$ cat src/rtl/uart_pkg.sv
// Shared types for the UART receive path.
// Holds the receiver state encoding, the cfg_parity and cfg_dbits
// encodings, and small helpers that decode the captured frame format.
package uart_pkg;

  typedef enum logic [2:0] {
    ST_IDLE,
    ST_START,
    ST_DATA,
    ST_PARITY,
    ST_STOP,
    ST_WAIT_HI
  } state_t;

  typedef enum logic [1:0] {
    PAR_NONE     = 2'd0,
    PAR_EVEN     = 2'd1,
    PAR_ODD      = 2'd2,
    PAR_NONE_ALT = 2'd3
  } parity_t;

  typedef enum logic [1:0] {
    DBITS_5 = 2'd0,
    DBITS_6 = 2'd1,
    DBITS_7 = 2'd2,
    DBITS_8 = 2'd3
  } dbits_t;

  // Index of the final data bit: 4 for 5-bit frames up to 7 for 8-bit frames.
  function automatic logic [2:0] last_data_idx(input dbits_t d);
    return 3'd4 + {1'b0, d};
  endfunction

  function automatic logic parity_enabled(input parity_t p);
    return (p == PAR_EVEN) || (p == PAR_ODD);
  endfunction

endpackage

$ cat src/rtl/uart_os_tick.sv
// Oversample timebase for the UART receiver.
// Divides clk by cfg_div+1 into oversample ticks and counts OSR ticks
// per bit. clear restarts both counters so a bit period starts exactly at
// start detection.
//   clk, rst          clock, async active-high reset
//   clear             restart divider and sample counter
//   cfg_div           tick period minus one
//   vote_a/b/c        tick at samples OSR/2-2, OSR/2, OSR/2+2
//   bit_end           tick at sample OSR-1
module uart_os_tick #(
  parameter int unsigned OSR   = 16,
  parameter int unsigned DIV_W = 16
) (
  input  logic             clk,
  input  logic             rst,
  input  logic             clear,
  input  logic [DIV_W-1:0] cfg_div,
  output logic             vote_a,
  output logic             vote_b,
  output logic             vote_c,
  output logic             bit_end
);

  localparam int unsigned SW = $clog2(OSR);
  localparam logic [SW-1:0] SAMP_A    = SW'(OSR / 2 - 2);
  localparam logic [SW-1:0] SAMP_B    = SW'(OSR / 2);
  localparam logic [SW-1:0] SAMP_C    = SW'(OSR / 2 + 2);
  localparam logic [SW-1:0] SAMP_LAST = SW'(OSR - 1);

  logic [DIV_W-1:0] div_cnt;
  logic [SW-1:0]    samp_cnt;
  logic             tick;

  // >= rather than == so a shrinking cfg_div cannot strand the divider
  // above the new wrap value.
  assign tick = (div_cnt >= cfg_div);

  always_ff @(posedge clk or posedge rst) begin
    if (rst) begin
      div_cnt  <= '0;
      samp_cnt <= '0;
    end else if (clear) begin
      div_cnt  <= '0;
      samp_cnt <= '0;
    end else if (tick) begin
      div_cnt  <= '0;
      samp_cnt <= (samp_cnt == SAMP_LAST) ? '0 : samp_cnt + SW'(1);
    end else begin
      div_cnt  <= div_cnt + DIV_W'(1);
    end
  end

  assign vote_a  = tick && (samp_cnt == SAMP_A);
  assign vote_b  = tick && (samp_cnt == SAMP_B);
  assign vote_c  = tick && (samp_cnt == SAMP_C);
  assign bit_end = tick && (samp_cnt == SAMP_LAST);

endmodule

$ cat src/rtl/uart_rx_ext.sv
// Parametrised UART receiver with 5..8 data bits, optional even/odd parity,
// 1 or 2 stop bits and per-frame parity/framing/break status.
//   clk, rst                     clock, async active-high reset
//   cfg_div                      oversample tick period minus one
//   cfg_rxen                     enables start detection
//   cfg_dbits/parity/nstop       frame format, captured at start
//   rx_valid                     one-cycle frame-complete strobe
//   rx_data, rx_perr, rx_ferr,   frame results, updated with rx_valid
//   rx_break
//   uart_rxd                     asynchronous serial input, idle high
module uart_rx_ext
  import uart_pkg::*;
#(
  parameter int unsigned OSR   = 16,
  parameter int unsigned DIV_W = 16
) (
  input  logic             clk,
  input  logic             rst,
  input  logic [DIV_W-1:0] cfg_div,
  input  logic             cfg_rxen,
  input  logic [1:0]       cfg_dbits,
  input  logic [1:0]       cfg_parity,
  input  logic             cfg_nstop,
  output logic             rx_valid,
  output logic [7:0]       rx_data,
  output logic             rx_perr,
  output logic             rx_ferr,
  output logic             rx_break,
  input  logic             uart_rxd
);

  state_t     state, state_next;

  logic       rxd_meta, rxd_sync;
  logic       vote_a, vote_b, vote_c, bit_end;
  logic [2:0] samples;
  logic       vote;

  dbits_t     dbits_q;
  parity_t    par_q;
  logic       nstop_q;
  logic [7:0] data_q;
  logic [2:0] data_cnt;
  logic       par_bit;
  logic       stop_cnt;
  logic       ferr_acc;

  logic       start_det;
  logic       frame_done;
  logic       ferr_final;
  logic       perr_calc;
  logic       break_calc;

  // Line idles high, so the synchroniser resets to 1 to avoid a false start.
  always_ff @(posedge clk or posedge rst) begin
    if (rst) begin
      rxd_meta <= 1'b1;
      rxd_sync <= 1'b1;
    end else begin
      rxd_meta <= uart_rxd;
      rxd_sync <= rxd_meta;
    end
  end

  uart_os_tick #(
    .OSR   (OSR),
    .DIV_W (DIV_W)
  ) u_tick (
    .clk     (clk),
    .rst     (rst),
    .clear   (start_det),
    .cfg_div (cfg_div),
    .vote_a  (vote_a),
    .vote_b  (vote_b),
    .vote_c  (vote_c),
    .bit_end (bit_end)
  );

  always_ff @(posedge clk or posedge rst) begin
    if (rst) begin
      samples <= 3'b111;
    end else begin
      if (vote_a) samples[0] <= rxd_sync;
      if (vote_b) samples[1] <= rxd_sync;
      if (vote_c) samples[2] <= rxd_sync;
    end
  end

  assign vote = (samples[0] & samples[1]) | (samples[0] & samples[2]) |
                (samples[1] & samples[2]);

  always_ff @(posedge clk or posedge rst) begin
    if (rst) state <= ST_IDLE;
    else     state <= state_next;
  end

  always_comb begin
    state_next = state;
    start_det  = 1'b0;
    frame_done = 1'b0;
    ferr_final = ferr_acc | ~vote;
    perr_calc  = parity_enabled(par_q) &&
                 ((^data_q ^ par_bit) != (par_q == PAR_ODD));
    break_calc = ferr_final && (data_q == '0) &&
                 (!parity_enabled(par_q) || !par_bit);
    case (state)
      ST_IDLE: begin
        if (!rxd_sync && cfg_rxen) begin
          start_det  = 1'b1;
          state_next = ST_START;
        end
      end
      ST_START: begin
        if (bit_end) state_next = vote ? ST_IDLE : ST_DATA;
      end
      ST_DATA: begin
        if (bit_end && (data_cnt == last_data_idx(dbits_q)))
          state_next = parity_enabled(par_q) ? ST_PARITY : ST_STOP;
      end
      ST_PARITY: begin
        if (bit_end) state_next = ST_STOP;
      end
      ST_STOP: begin
        if (bit_end && (stop_cnt == nstop_q)) begin
          frame_done = 1'b1;
          state_next = ferr_final ? ST_WAIT_HI : ST_IDLE;
        end
      end
      ST_WAIT_HI: begin
        if (rxd_sync) state_next = ST_IDLE;
      end
      default: state_next = ST_IDLE;
    endcase
  end

  // Frame is assembled in data_q so the output registers hold the previous
  // result until the next strobe.
  always_ff @(posedge clk or posedge rst) begin
    if (rst) begin
      dbits_q  <= DBITS_5;
      par_q    <= PAR_NONE;
      nstop_q  <= 1'b0;
      data_q   <= '0;
      data_cnt <= '0;
      par_bit  <= 1'b0;
      stop_cnt <= 1'b0;
      ferr_acc <= 1'b0;
      rx_valid <= 1'b0;
      rx_data  <= '0;
      rx_perr  <= 1'b0;
      rx_ferr  <= 1'b0;
      rx_break <= 1'b0;
    end else begin
      rx_valid <= 1'b0;
      if (start_det) begin
        dbits_q  <= dbits_t'(cfg_dbits);
        par_q    <= parity_t'(cfg_parity);
        nstop_q  <= cfg_nstop;
        data_q   <= '0;
        data_cnt <= '0;
        par_bit  <= 1'b0;
        stop_cnt <= 1'b0;
        ferr_acc <= 1'b0;
      end else if (bit_end) begin
        case (state)
          ST_DATA: begin
            data_q[data_cnt] <= vote;
            data_cnt         <= data_cnt + 3'd1;
          end
          ST_PARITY: par_bit <= vote;
          ST_STOP: begin
            if (frame_done) begin
              rx_valid <= 1'b1;
              rx_data  <= data_q;
              rx_perr  <= perr_calc;
              rx_ferr  <= ferr_final;
              rx_break <= break_calc;
            end else begin
              stop_cnt <= 1'b1;
              ferr_acc <= ferr_acc | ~vote;
            end
          end
          default: ;
        endcase
      end
    end
  end

endmodule

$ cat config.mk
export PLATFORM = sky130hd
export DESIGN_NAME = uart_rx_ext
export DESIGN_NICKNAME = d
export VERILOG_FILES = /design/src/rtl/uart_pkg.sv /design/src/rtl/uart_os_tick.sv /design/src/rtl/uart_rx_ext.sv
export SDC_FILE = /design/constraint.sdc
export NUM_CORES = 1
export LEC_CHECK = 0
export ABC_AREA = 1
export BUFFER_PORTS_ARGS = -buffer_cell sky130_fd_sc_hd__buf_4
export CAP_MARGIN = 20
export CORE_MARGIN = 4
export CORE_UTILIZATION = 43
export DETAILED_ROUTE_END_ITERATION = 7
export PLACE_DENSITY = 0.62
export SYNTH_ARGS = -nofsm -noshare
export SYNTH_HDL_FRONTEND = slang
export SYNTH_SLANG_ARGS = --single-unit
$ cat constraint.sdc
create_clock -name clk -period 2.2 [get_ports clk]
set_input_delay 0.44 -clock clk [delete_from_list [all_inputs] [get_ports clk]]
set_output_delay 0.44 -clock clk [all_outputs]
set_load 0.02 [all_outputs]
==> results.tsv <==
stage	metric	value	unit
floorplan	initial_core_util	44.6	%
logic_synthesis	synthesis.nets	482	
clock_network	htreeDepth	3	
critical_path	worstPathCellList	inv_1, ha_1, nand2_1, nor2_1, nor2_1, nand2_1, nand2_1, nand2_1, nand2_1, nand2_4, nor2_4, inv_2, a21oi_1, o21a_1	
sta	period_share	91.7	%
logic_synthesis	synth_top_cell_by_area	dfrtp_1	
floorplan	dieArea	9600	um^2
place	gp_congestion	0.876	
clock_network	ctsHoldBuffers	0	
sta	hold_viol_final	0	
sta	setup_violations	0	
sta	totalNegativeSetupSlack	0	ns
global_route	grt_max_degree	60	
clock_network	cts_tree	done	
final_layout	final_util	53.7	%
final_layout	drive_above_1_share	22.8	%
logic_synthesis	synthCells	431	
clock_network	cts_root_buffer	clkbuf_8	
floorplan	die_w	98.0	um
floorplan	rows	32	
logic_synthesis	synthTopCellsByArea	dfrtp_1 39%, nand2_1 11%, ha_1 9.3%	
drt	first_pass_iters	4	
drt	drt_iter0_markers	147	
power	vdd_ir_drop_max	0.000327	V
power	power_density	824	nW/um^2
place	dpl-instance-area	3910	um^2
critical_path	slowest_stage	dfrtp_1	
clock_network	clock-sinks	59	
drt	wirelength	6760	um
sta	maxSlewViolCount	0	
logic_synthesis	ys_types	34	
critical_path	path_max_fanout	10	
global_route	grt_pass1_wl	11900	um
sta	rsz0062_at_grt	yes	
critical_path	critPathKind	flip-flop to flip-flop	
clock_network	clk_pin_slew	0.07	ns
critical_path	cp_common_cell	nand2_1	
critical_path	start_kind	flip-flop	
drt	route.detailed.drc	0	
global_route	grt_remaining_overflow	0	
outcome	run_status	complete, no violations	
logic_synthesis	ys_seq_elements	59	
logic_synthesis	yosysWarnings	0	
floorplan	coreArea	7810	um^2
drt	ant_nets	0	
critical_path	cp.arrival	2.29	ns
logic_synthesis	syn_area_per_cell	8.08	um^2
final_layout	area_growth	20.4	%
drt	dr_total_vias	2821	
floorplan	die_h	98.0	um
critical_path	required	2.47	ns
sta	max_slew_margin	71.4	%
logic_synthesis	syn_area	3480	um^2
min_path	hp-class	primary input to asynchronous set/reset pin	
logic_synthesis	synth.yosys.seq_area_share	42.6	%
clock_network	clockBufferDepth	2	
final_layout	final_net_count	537	
power	leakagePower	0.00213	uW
critical_path	crit_path_max_incr_delay	0.41	ns
sta	period_needed	2.02	ns
critical_path	end_kind	flip-flop	
global_route	grtUsageTotal	14.9	%
drt	via_per_inst	4.76	
floorplan	ios	37	
place	hpwl	4880	um
clock_network	cts_buffers	9	
place	port_buffers	36	
logic_synthesis	synth_top_area_share	38.8	%
clock_network	clock_latency	0.33	ns
final_layout	layout_commonest_cell	nand2_1	
global_route	antenna_found_initial	0	
drt	routedWlPerCell	11.4	um
final_layout	fin_area	4190	um^2
final_layout	diodes	0	
final_layout	final_cell_mix	99 x nand2_1, 61 x inv_1, 53 x dfrtp_1, 46 x buf_4, 41 x nor2_1	
critical_path	cp_top_family	simple AND/OR/NAND/NOR gates	
sta	tightest_slew	0.426	ns
job	maxCapViolations	0	
critical_path	path_buf_inv	2	
sta	max_clock_freq	496	MHz
sta	fin_skew	0.00668	ns
global_route	grt_pass1_vias	2671	
## report_power, final
group	total [uW]	switching, uW	internal [uW]
Clock	984	435	548
Sequential	1410	153	1260
Combinational	1070	649	416
## state kept, by name, summed over array words and instances, names as in the netlist, 2 cells and up
| name | flops |
|---|---|
| u_tick.div_cnt | 16 |
| data_cnt | 3 |
| rx_data | 8 |
| dbits_q | 2 |
| samples | 3 |
| state | 3 |
| par_q | 2 |
| u_tick.samp_cnt | 4 |
| data_q | 8 |
## logic make-up (layout without fill, tap and decap cells)
kind of cell | Yosys count | after routing | synth area share, %
AOI/OAI and AO/OA | 64 | 64 | 9.95
xor gates and xnor gates | 10 | 10 | 2.52
adders and majority gates | 27 | 27 | 9.63
buffers and inverters | 74 | 133 | 8.34
DFF | 59 | 59 | 42.6
and+or+nand+nor | 197 | 198 | 27.0
## metrics by stage
step	instances	power, uW	setup WS, ns	hold WS [ns]
6_report	593	3460	0.184	0.165
5_1_grt	593	3730	-0.0318	0.181
4_1_cts	587	3420	0.143	0.172
3_5_place_dp	571	2430	0.0255	0.349
3_3_place_gp	571	2400	0.0985	0.347
2_1_floorplan	431	2170	0.312	0.345
## cell usage after synthesis, drive strengths merged
| cell type | instances |
|---|---|
| o211ai | 2 |
| clkinv | 1 |
| dfrtp | 54 |
| maj3 | 1 |
| a21oi | 23 |
| o22ai | 1 |
| nand3 | 16 |
| nand2 | 112 |
| xnor2 | 5 |
| inv | 68 |
| o21ai | 35 |
| buf | 5 |
| nand4 | 9 |
| o2111ai | 1 |
| ha | 26 |
| xor2 | 5 |
| nor3 | 6 |
| nor2 | 54 |
| o21a | 2 |
| dfstp | 5 |
## final timing paths
path | start | to | slack, ns | cells past startpoint
worst max-delay path | u_tick.div_cnt[0] | u_tick.div_cnt[8] | 0.18 | 14
worst min-delay path | rst | rx_data[4] | 0.17 | 3
worst max register to register | u_tick.div_cnt[0] | u_tick.div_cnt[8] | 0.18 | 14
worst min register to register | rxd_meta | rxd_sync | 0.36 | 0
max in group asynchronous | rst | samples[1] | 1.73 | 3
min in group clk | uart_rxd | rxd_meta | 0.21 | 1
## repair_timing
item / CTS / global route
buffers inserted: 0 / 5
setup endpoints to repair: 0 / 21
resized for setup: 0 / 6
## area by class of cell
class                      instances  area (um^2)
inverter                          69          259
multi-input combinational        299         1750
tap                              102          128
fill                             725         3610
timing repair buffer              48          377
sequential                        59         1480
clock buffer                      11          141
clock inverter                     5         52.6
## layer usage
layer	track usage, %	vias to the layer above	routed length (um)
met5	0	-	0
met1	21.9	1291	3560
li1	-	1484	-
met3	3.79	8	261
met4	4.79	0	99
met2	21.5	38	2840
## worst reg2reg max path, stage by stage, from the launching register on
cell     delay, ns
dfrtp_1       0.41
inv_1         0.06
ha_1          0.26
nand2_1       0.06
nor2_1        0.04
nor2_1        0.09
nand2_1       0.08
nand2_1       0.06
nand2_1       0.07
nand2_1       0.11
nand2_4       0.12
nor2_4        0.20
inv_2         0.13
a21oi_1       0.14
o21a_1        0.13
Note: power is estimated with default switching activity, not from simulation.
